### src/rtl/vga_pkg.sv
`default_nettype none
// ============================================================================
//  Module      : vga_pkg
//  Description : Shared VGA timing definitions used by the timing generator
//                and the graphics stage. It holds the 10-bit coordinate type,
//                the default 640x480@60 geometry, the default animation
//                divider, and helpers that derive the line/frame totals and
//                the sync window bounds from a porch/sync geometry.
//  Revision    : 1.0  initial release
// ============================================================================
package vga_pkg;

  typedef logic [9:0] coord_t;

  // Default 640x480 geometry (800 x 525 totals)
  localparam int C_H_VISIBLE   = 640;
  localparam int C_H_FP        = 16;
  localparam int C_H_SYNC      = 96;
  localparam int C_H_BP        = 48;
  localparam int C_V_VISIBLE   = 480;
  localparam int C_V_FP        = 10;
  localparam int C_V_SYNC      = 2;
  localparam int C_V_BP        = 33;
  localparam int C_ANIM_FRAMES = 8;

  // Total period (pixels per line or lines per frame)
  function automatic int timing_total(input int vis, input int fp,
                                      input int sync, input int bp);
    return vis + fp + sync + bp;
  endfunction

  // First count of the sync window
  function automatic int sync_first(input int vis, input int fp);
    return vis + fp;
  endfunction

  // Last count of the sync window (inclusive)
  function automatic int sync_last(input int vis, input int fp, input int sync);
    return vis + fp + sync - 1;
  endfunction

endpackage
`default_nettype wire

### src/rtl/vga_anim_ctr.sv
`default_nettype none
// ============================================================================
//  Module      : vga_anim_ctr
//  Description : Sprite animation sequencer. Counts frame ticks modulo
//                ANIM_FRAMES; each terminal count toggles the ghost body
//                phase and advances the pacman mouth frame (0..3, wrapping).
//                The whole module exists only when VGA_TIMING_ANIM_EN is
//                defined.
//  Ports       : clk             in   system clock
//                rst             in   asynchronous active-high reset
//                frame_tick      in   one-cycle strobe, one per frame
//                ghost_animation out  ghost body phase
//                pacman_anim     out  pacman mouth frame
//  Macro       : VGA_TIMING_ANIM_EN
//  Revision    : 1.0  initial release
// ============================================================================
`ifdef VGA_TIMING_ANIM_EN
module vga_anim_ctr #(
  parameter int ANIM_FRAMES = 8
) (
  input  logic       clk,
  input  logic       rst,
  input  logic       frame_tick,
  output logic       ghost_animation,
  output logic [1:0] pacman_anim
);

  localparam logic [7:0] ANIM_LAST = 8'(ANIM_FRAMES - 1);

  logic [7:0] r_frame_cnt;
  logic       r_ghost;
  logic [1:0] r_pacman;

  always_ff @(posedge clk or posedge rst) begin
    if (rst) begin
      r_frame_cnt <= 8'd0;
      r_ghost     <= 1'b0;
      r_pacman    <= 2'd0;
    end else if (frame_tick) begin
      if (r_frame_cnt == ANIM_LAST) begin
        r_frame_cnt <= 8'd0;
        r_ghost     <= ~r_ghost;
        r_pacman    <= (r_pacman == 2'd3) ? 2'd0 : r_pacman + 2'd1;
      end else begin
        r_frame_cnt <= r_frame_cnt + 8'd1;
      end
    end
  end

  assign ghost_animation = r_ghost;
  assign pacman_anim     = r_pacman;

endmodule
`endif
`default_nettype wire

### src/rtl/vga_timing.sv
`default_nettype none
// ============================================================================
//  Module      : vga_timing
//  Description : VGA raster timing generator. A divide-by-two pixel strobe
//                advances the horizontal/vertical counters; sync, visible and
//                the frame/vblank pulses are registered from the next counter
//                values so they line up with hc/vc in the same cycle.
//  Ports       : clk             in   system clock (50 MHz)
//                rst             in   asynchronous active-high reset
//                pix_en          out  pixel strobe, high every second clk
//                hc / vc         out  horizontal / vertical count
//                hsync / vsync   out  active-low syncs
//                visible         out  inside the active picture
//                frame_start     out  one-clk pulse at hc=0, vc=0
//                vblank_start    out  one-clk pulse at hc=0, vc=V_VISIBLE
//                ghost_animation out  ghost body phase
//                pacman_anim     out  pacman mouth frame
//  Macro       : VGA_TIMING_ANIM_EN enables the animation sequencer;
//                otherwise the animation outputs are tied to 0.
//  Revision    : 1.0  initial release
// ============================================================================
module vga_timing
  import vga_pkg::*;
#(
  parameter int H_VISIBLE   = C_H_VISIBLE,
  parameter int H_FP        = C_H_FP,
  parameter int H_SYNC      = C_H_SYNC,
  parameter int H_BP        = C_H_BP,
  parameter int V_VISIBLE   = C_V_VISIBLE,
  parameter int V_FP        = C_V_FP,
  parameter int V_SYNC      = C_V_SYNC,
  parameter int V_BP        = C_V_BP,
  parameter int ANIM_FRAMES = C_ANIM_FRAMES
) (
  input  logic       clk,
  input  logic       rst,
  output logic       pix_en,
  output logic [9:0] hc,
  output logic [9:0] vc,
  output logic       hsync,
  output logic       vsync,
  output logic       visible,
  output logic       frame_start,
  output logic       vblank_start,
  output logic       ghost_animation,
  output logic [1:0] pacman_anim
);

  localparam coord_t H_LAST   = coord_t'(timing_total(H_VISIBLE, H_FP, H_SYNC, H_BP) - 1);
  localparam coord_t V_LAST   = coord_t'(timing_total(V_VISIBLE, V_FP, V_SYNC, V_BP) - 1);
  localparam coord_t HS_FIRST = coord_t'(sync_first(H_VISIBLE, H_FP));
  localparam coord_t HS_LAST  = coord_t'(sync_last(H_VISIBLE, H_FP, H_SYNC));
  localparam coord_t VS_FIRST = coord_t'(sync_first(V_VISIBLE, V_FP));
  localparam coord_t VS_LAST  = coord_t'(sync_last(V_VISIBLE, V_FP, V_SYNC));
  localparam coord_t H_VIS    = coord_t'(H_VISIBLE);
  localparam coord_t V_VIS    = coord_t'(V_VISIBLE);

  logic   r_pix_en;
  coord_t r_hc;
  coord_t r_vc;
  logic   r_hsync;
  logic   r_vsync;
  logic   r_visible;
  logic   r_frame_start;
  logic   r_vblank_start;

  logic   w_h_wrap;
  coord_t w_hc_next;
  coord_t w_vc_next;
  logic   w_frame_tick;
  logic   w_vblank_tick;

  // Compare-and-clear counters: neither count ever passes its terminal value.
  always_comb begin
    w_h_wrap  = (r_hc == H_LAST);
    w_hc_next = w_h_wrap ? '0 : r_hc + 10'd1;
    w_vc_next = r_vc;
    if (w_h_wrap) begin
      w_vc_next = (r_vc == V_LAST) ? '0 : r_vc + 10'd1;
    end
  end

  // Pulses are qualified by the strobe, so they fire only on the edge where
  // the qualifying count is loaded and clear on the following clk edge.
  assign w_frame_tick  = r_pix_en && (w_hc_next == '0) && (w_vc_next == '0);
  assign w_vblank_tick = r_pix_en && (w_hc_next == '0) && (w_vc_next == V_VIS);

  always_ff @(posedge clk or posedge rst) begin
    if (rst) begin
      r_pix_en       <= 1'b0;
      r_hc           <= '0;
      r_vc           <= '0;
      r_hsync        <= 1'b1;
      r_vsync        <= 1'b1;
      r_visible      <= 1'b1;
      r_frame_start  <= 1'b0;
      r_vblank_start <= 1'b0;
    end else begin
      r_pix_en       <= ~r_pix_en;
      r_frame_start  <= w_frame_tick;
      r_vblank_start <= w_vblank_tick;
      if (r_pix_en) begin
        r_hc      <= w_hc_next;
        r_vc      <= w_vc_next;
        // Decoded from the next counts so they align with hc/vc.
        r_hsync   <= !((w_hc_next >= HS_FIRST) && (w_hc_next <= HS_LAST));
        r_vsync   <= !((w_vc_next >= VS_FIRST) && (w_vc_next <= VS_LAST));
        r_visible <= (w_hc_next < H_VIS) && (w_vc_next < V_VIS);
      end
    end
  end

  assign pix_en       = r_pix_en;
  assign hc           = r_hc;
  assign vc           = r_vc;
  assign hsync        = r_hsync;
  assign vsync        = r_vsync;
  assign visible      = r_visible;
  assign frame_start  = r_frame_start;
  assign vblank_start = r_vblank_start;

`ifdef VGA_TIMING_ANIM_EN
  vga_anim_ctr #(
    .ANIM_FRAMES (ANIM_FRAMES)
  ) u_anim_ctr (
    .clk             (clk),
    .rst             (rst),
    .frame_tick      (w_frame_tick),
    .ghost_animation (ghost_animation),
    .pacman_anim     (pacman_anim)
  );
`else
  assign ghost_animation = 1'b0;
  assign pacman_anim     = 2'd0;

  // ANIM_FRAMES has no function without the sequencer.
  logic w_unused_anim;
  assign w_unused_anim = ^{1'b0, 8'(ANIM_FRAMES), w_frame_tick};
`endif

endmodule
`default_nettype wire

### config.mk
export PLATFORM = sky130hd
export DESIGN_NAME = vga_timing
export DESIGN_NICKNAME = d
export VERILOG_FILES = /design/src/rtl/vga_pkg.sv /design/src/rtl/vga_anim_ctr.sv /design/src/rtl/vga_timing.sv
export SDC_FILE = /design/constraint.sdc
export NUM_CORES = 1
export LEC_CHECK = 0
export ABC_AREA = 1
export BUFFER_PORTS_ARGS = -buffer_cell sky130_fd_sc_hd__buf_2
export CORE_AREA = 2 2 60 62
export DETAILED_ROUTE_END_ITERATION = 10
export DIE_AREA = 0 0 62 64
export PLACE_DENSITY_LB_ADDON = 0.3
export SYNTH_ARGS = -nofsm -noshare
export SYNTH_HDL_FRONTEND = slang
export SYNTH_SLANG_ARGS = --single-unit
### constraint.sdc
create_clock -name clk -period 2.3 [get_ports clk]
set_input_delay 0.23 -clock clk [delete_from_list [all_inputs] [get_ports clk]]
set_output_delay 0.23 -clock clk [all_outputs]
set_load 0.02 [all_outputs]
==> out/summary.txt <==
Max stage delay on crit path: 0.45 ns
Clock Path Buffers: 2
Final worst path period share: 0.8858
Post-synthesis register bit count: 26
Status: completed
Clk sinks: 26
Largest delay contributor family on the critical path: simple AND/OR/NAND/NOR gates
Routed wire per std cell: 11.97 um
Via density per instance: 5.018
Root buf cell: clkbuf_4
Drt total wl: 4023 um
EDFF count, synth: 0
Initial Util: 0.5330
Reg clk slew, reported paths: 0.14 ns
Critical path arrival: 2.31 ns
Final setup violation count: 0
DRT iter0 DRCs: 99
Hold Slack: 0.4775 ns
Worst EP required: 2.57 ns
Buffers & Inverters on Critical Path: 3
Crit path launch: hc[1]
Cell Area, Placed: 0.001932 mm2
CTS tree: done
GR Util All Layers: 0.2355
Clock latency on the worst-skew pair: 0.32 ns
Register area share after synthesis: 0.3738
DP Wirelength: 2985 um
Via count: 1686
ANT cells: 0
Final Hold Vio Count: 0
Pleak: 1.026 nW
Die height: 64 um
Post-route minimum period: 2.037 ns
XOR/XNOR Fraction of Synth Area: 0.02001
Die Area: 0.003968 mm2
Area of the multi-input gates: 938.4 um2
Share of layout cells above drive strength 1: 0.1655
Synth unique cells: 30
Setup CP Type: flip-flop to flip-flop
# rows: 21
R2R cell count: 13
Mux cell area share after synthesis: 0
Pin count of the biggest net entering global routing: 27
Vias in the first global route: 1555
Final Util: 0.6015
Pwr dens: 342.8 mW/mm2
FILL cells: 333
Clock Skew: 0.006632 ns
Final net count: 298
Slew Viols, Final: 0
Fin area: 0.001976 mm2
Synthesis Warnings: 0
Reg area: 654.4 um2
CP max-delay cell: dfrtp_1
Simple-gate share of the synthesized area: 0.3910
Area growth from synthesis to layout: 12.87%
Residual DRC count: 0
GPL Wtd Cong: 0.9280
Capture point of the worst reg-to-reg path: vsync
Synth Flop Type: dfrtp_1
Width of the die: 62 um
# IOs: 31
Ys async rst share: 1.000
Mapped cell area: 0.001750 mm2
Achievable Freq: 490.8 MHz
CTS buffer count: 3
Worst IR Drop VDD: 0.2615 mV
Hold Crit Class: input pin to async pin
Post-synthesis adder-cell area fraction: 0.03574
RSZ-0062 raised after global routing: no
Final setup TNS: 0 ns
Largest family of logic cells by synthesized area: simple AND/OR/NAND/NOR gates
R2R setup slack: 0.26 ns
Avg Synthesized Cell Area: 6.758 um2
Critical Path Most Common Cell: nand3_1
Pre-antenna DRT Iters: 4
Crit-path cells: ha_1, nand2_2, nor2_4, inv_2, nor2_4, buf_4, nand3_1, nand2_1, nand3_1, nor2_1, nand3_1, nand2_1, inv_1
First-pass GRT wire length: 7196 um
Setup crit end kind: flip-flop
Initial antenna violation count: 0
Synthesized instance count: 259
Final global-route overflow total: 0
Compound-gate portion of the synthesized area: 0.08292
Max FO, Critical Path: 12
Htree depth: 1
Critical path launch point type: flip-flop
Port-buffer cells: 27
Final ANT Viol Nets: 0
Reg2reg start: hc[1]
Core area: 0.003284 mm2
Max Cap Violations: 0
==> state kept, by name, indices dropped and copies added, names as in the netlist <==
register,flops
hc,10
vc,10
frame_start,1
hsync,1
pix_en,1
vblank_start,1
visible,1
vsync,1
==> layout by cell type (no fill, tap or decap), types with 2 or more instances in the layout <==
master,n
nand2_1,82
nor2_1,32
inv_1,29
buf_2,27
nand3_1,24
dfrtp_1,23
o21ai_0,20
nand4_1,10
ha_1,5
buf_4,5
xor2_1,3
conb_1,3
clkbuf_4,3
dfstp_2,3
nand2_2,2
nor2_4,2
nor3_1,2
or2_2,2
==> report_power, final <==
| part | internal (mW) | switching, mW | total [mW] |
|---|---|---|---|
| Clock | 0.0679 | 0.135 | 0.203 |
| Sequential | 0.457 | 0 | 0.457 |
| Combinational | 0.00295 | 0.0140 | 0.0169 |
==> cells by family (layout without fill, tap and decap cells) <==
kind of cell             count (synthesis)  count (layout)
adder cells (fa/ha/maj)                  5               5
AO/OA/AOI/OAI                           26              26
flip-flops                              26              26
other                                    1               3
AND/OR/NAND/NOR                        158             158
XOR/XNOR                                 4               4
buffers and inverters                   39              68
==> per-stage QoR <==
stage,worst slack (ns),power (mW),instances
after CTS,0.2037,0.6871,335
after global routing,0.01641,0.7042,336
after global placement,0.3552,0.4816,330
after detailed placement,0.2488,0.4819,330
final,0.2627,0.6772,336
after floorplan,0.3906,0.4807,261
==> cell usage after synthesis (2+ instances only) <==
master | instances | area (um2)
nand2_1 | 82 | 307.8
nor2_1 | 32 | 120.1
inv_1 | 29 | 108.9
nand3_1 | 24 | 120.1
dfrtp_1 | 23 | 575.6
o21ai_0 | 20 | 100.1
nand4_1 | 10 | 62.56
ha_1 | 5 | 62.56
buf_4 | 3 | 22.52
clkbuf_1 | 3 | 11.26
dfstp_2 | 3 | 78.83
xor2_1 | 3 | 26.28
nand2_2 | 2 | 12.51
nor2_4 | 2 | 22.52
nor3_1 | 2 | 10.01
or2_2 | 2 | 12.51
==> worst register-to-register path: stages (launching register included) <==
cell     delay [ns]
dfrtp_1        0.45
ha_1           0.26
nand2_2        0.09
nor2_4         0.13
inv_2          0.07
nor2_4         0.24
buf_4          0.18
nand3_1        0.06
nand2_1        0.11
nand3_1        0.09
nor2_1         0.11
nand3_1        0.09
nand2_1        0.07
inv_1          0.04
==> routing by layer <==
metal | global-route usage | up-vias | share of wire
li1 | - | 880 | -
met1 | 0.3329 | 768 | 0.47
met2 | 0.3763 | 36 | 0.48
met3 | 0.01822 | 2 | 0.038
met4 | 0.07181 | 0 | 0.0060
met5 | 0 | - | 0
==> cell type report <==
class,count,area share
sequential,26,0.3312
inverter,31,0.05890
timing repair buffer,33,0.09246
clock buffer,4,0.01330
multi-input combinational,196,0.4750
tap,46,0.02913
==> worst max-delay path by stage <==
stage | cells past startpoint | end | slack [ns]
after floorplan | 13 | vsync | 0.39
after global placement | 12 | vsync | 0.36
after detailed placement | 12 | vsync | 0.25
after CTS | 12 | vsync | 0.20
after global routing | 12 | vsync | 0.02
final | 13 | vsync | 0.26
==> what timing repair did <==
action,4_1_cts,5_1_grt
endpoints found under the setup margin,0,2
buffers inserted,0,1
hold buffers,1,0
resized for setup,0,0
hold endpoints to repair,23,0
Power figures use the tool's default switching activity.
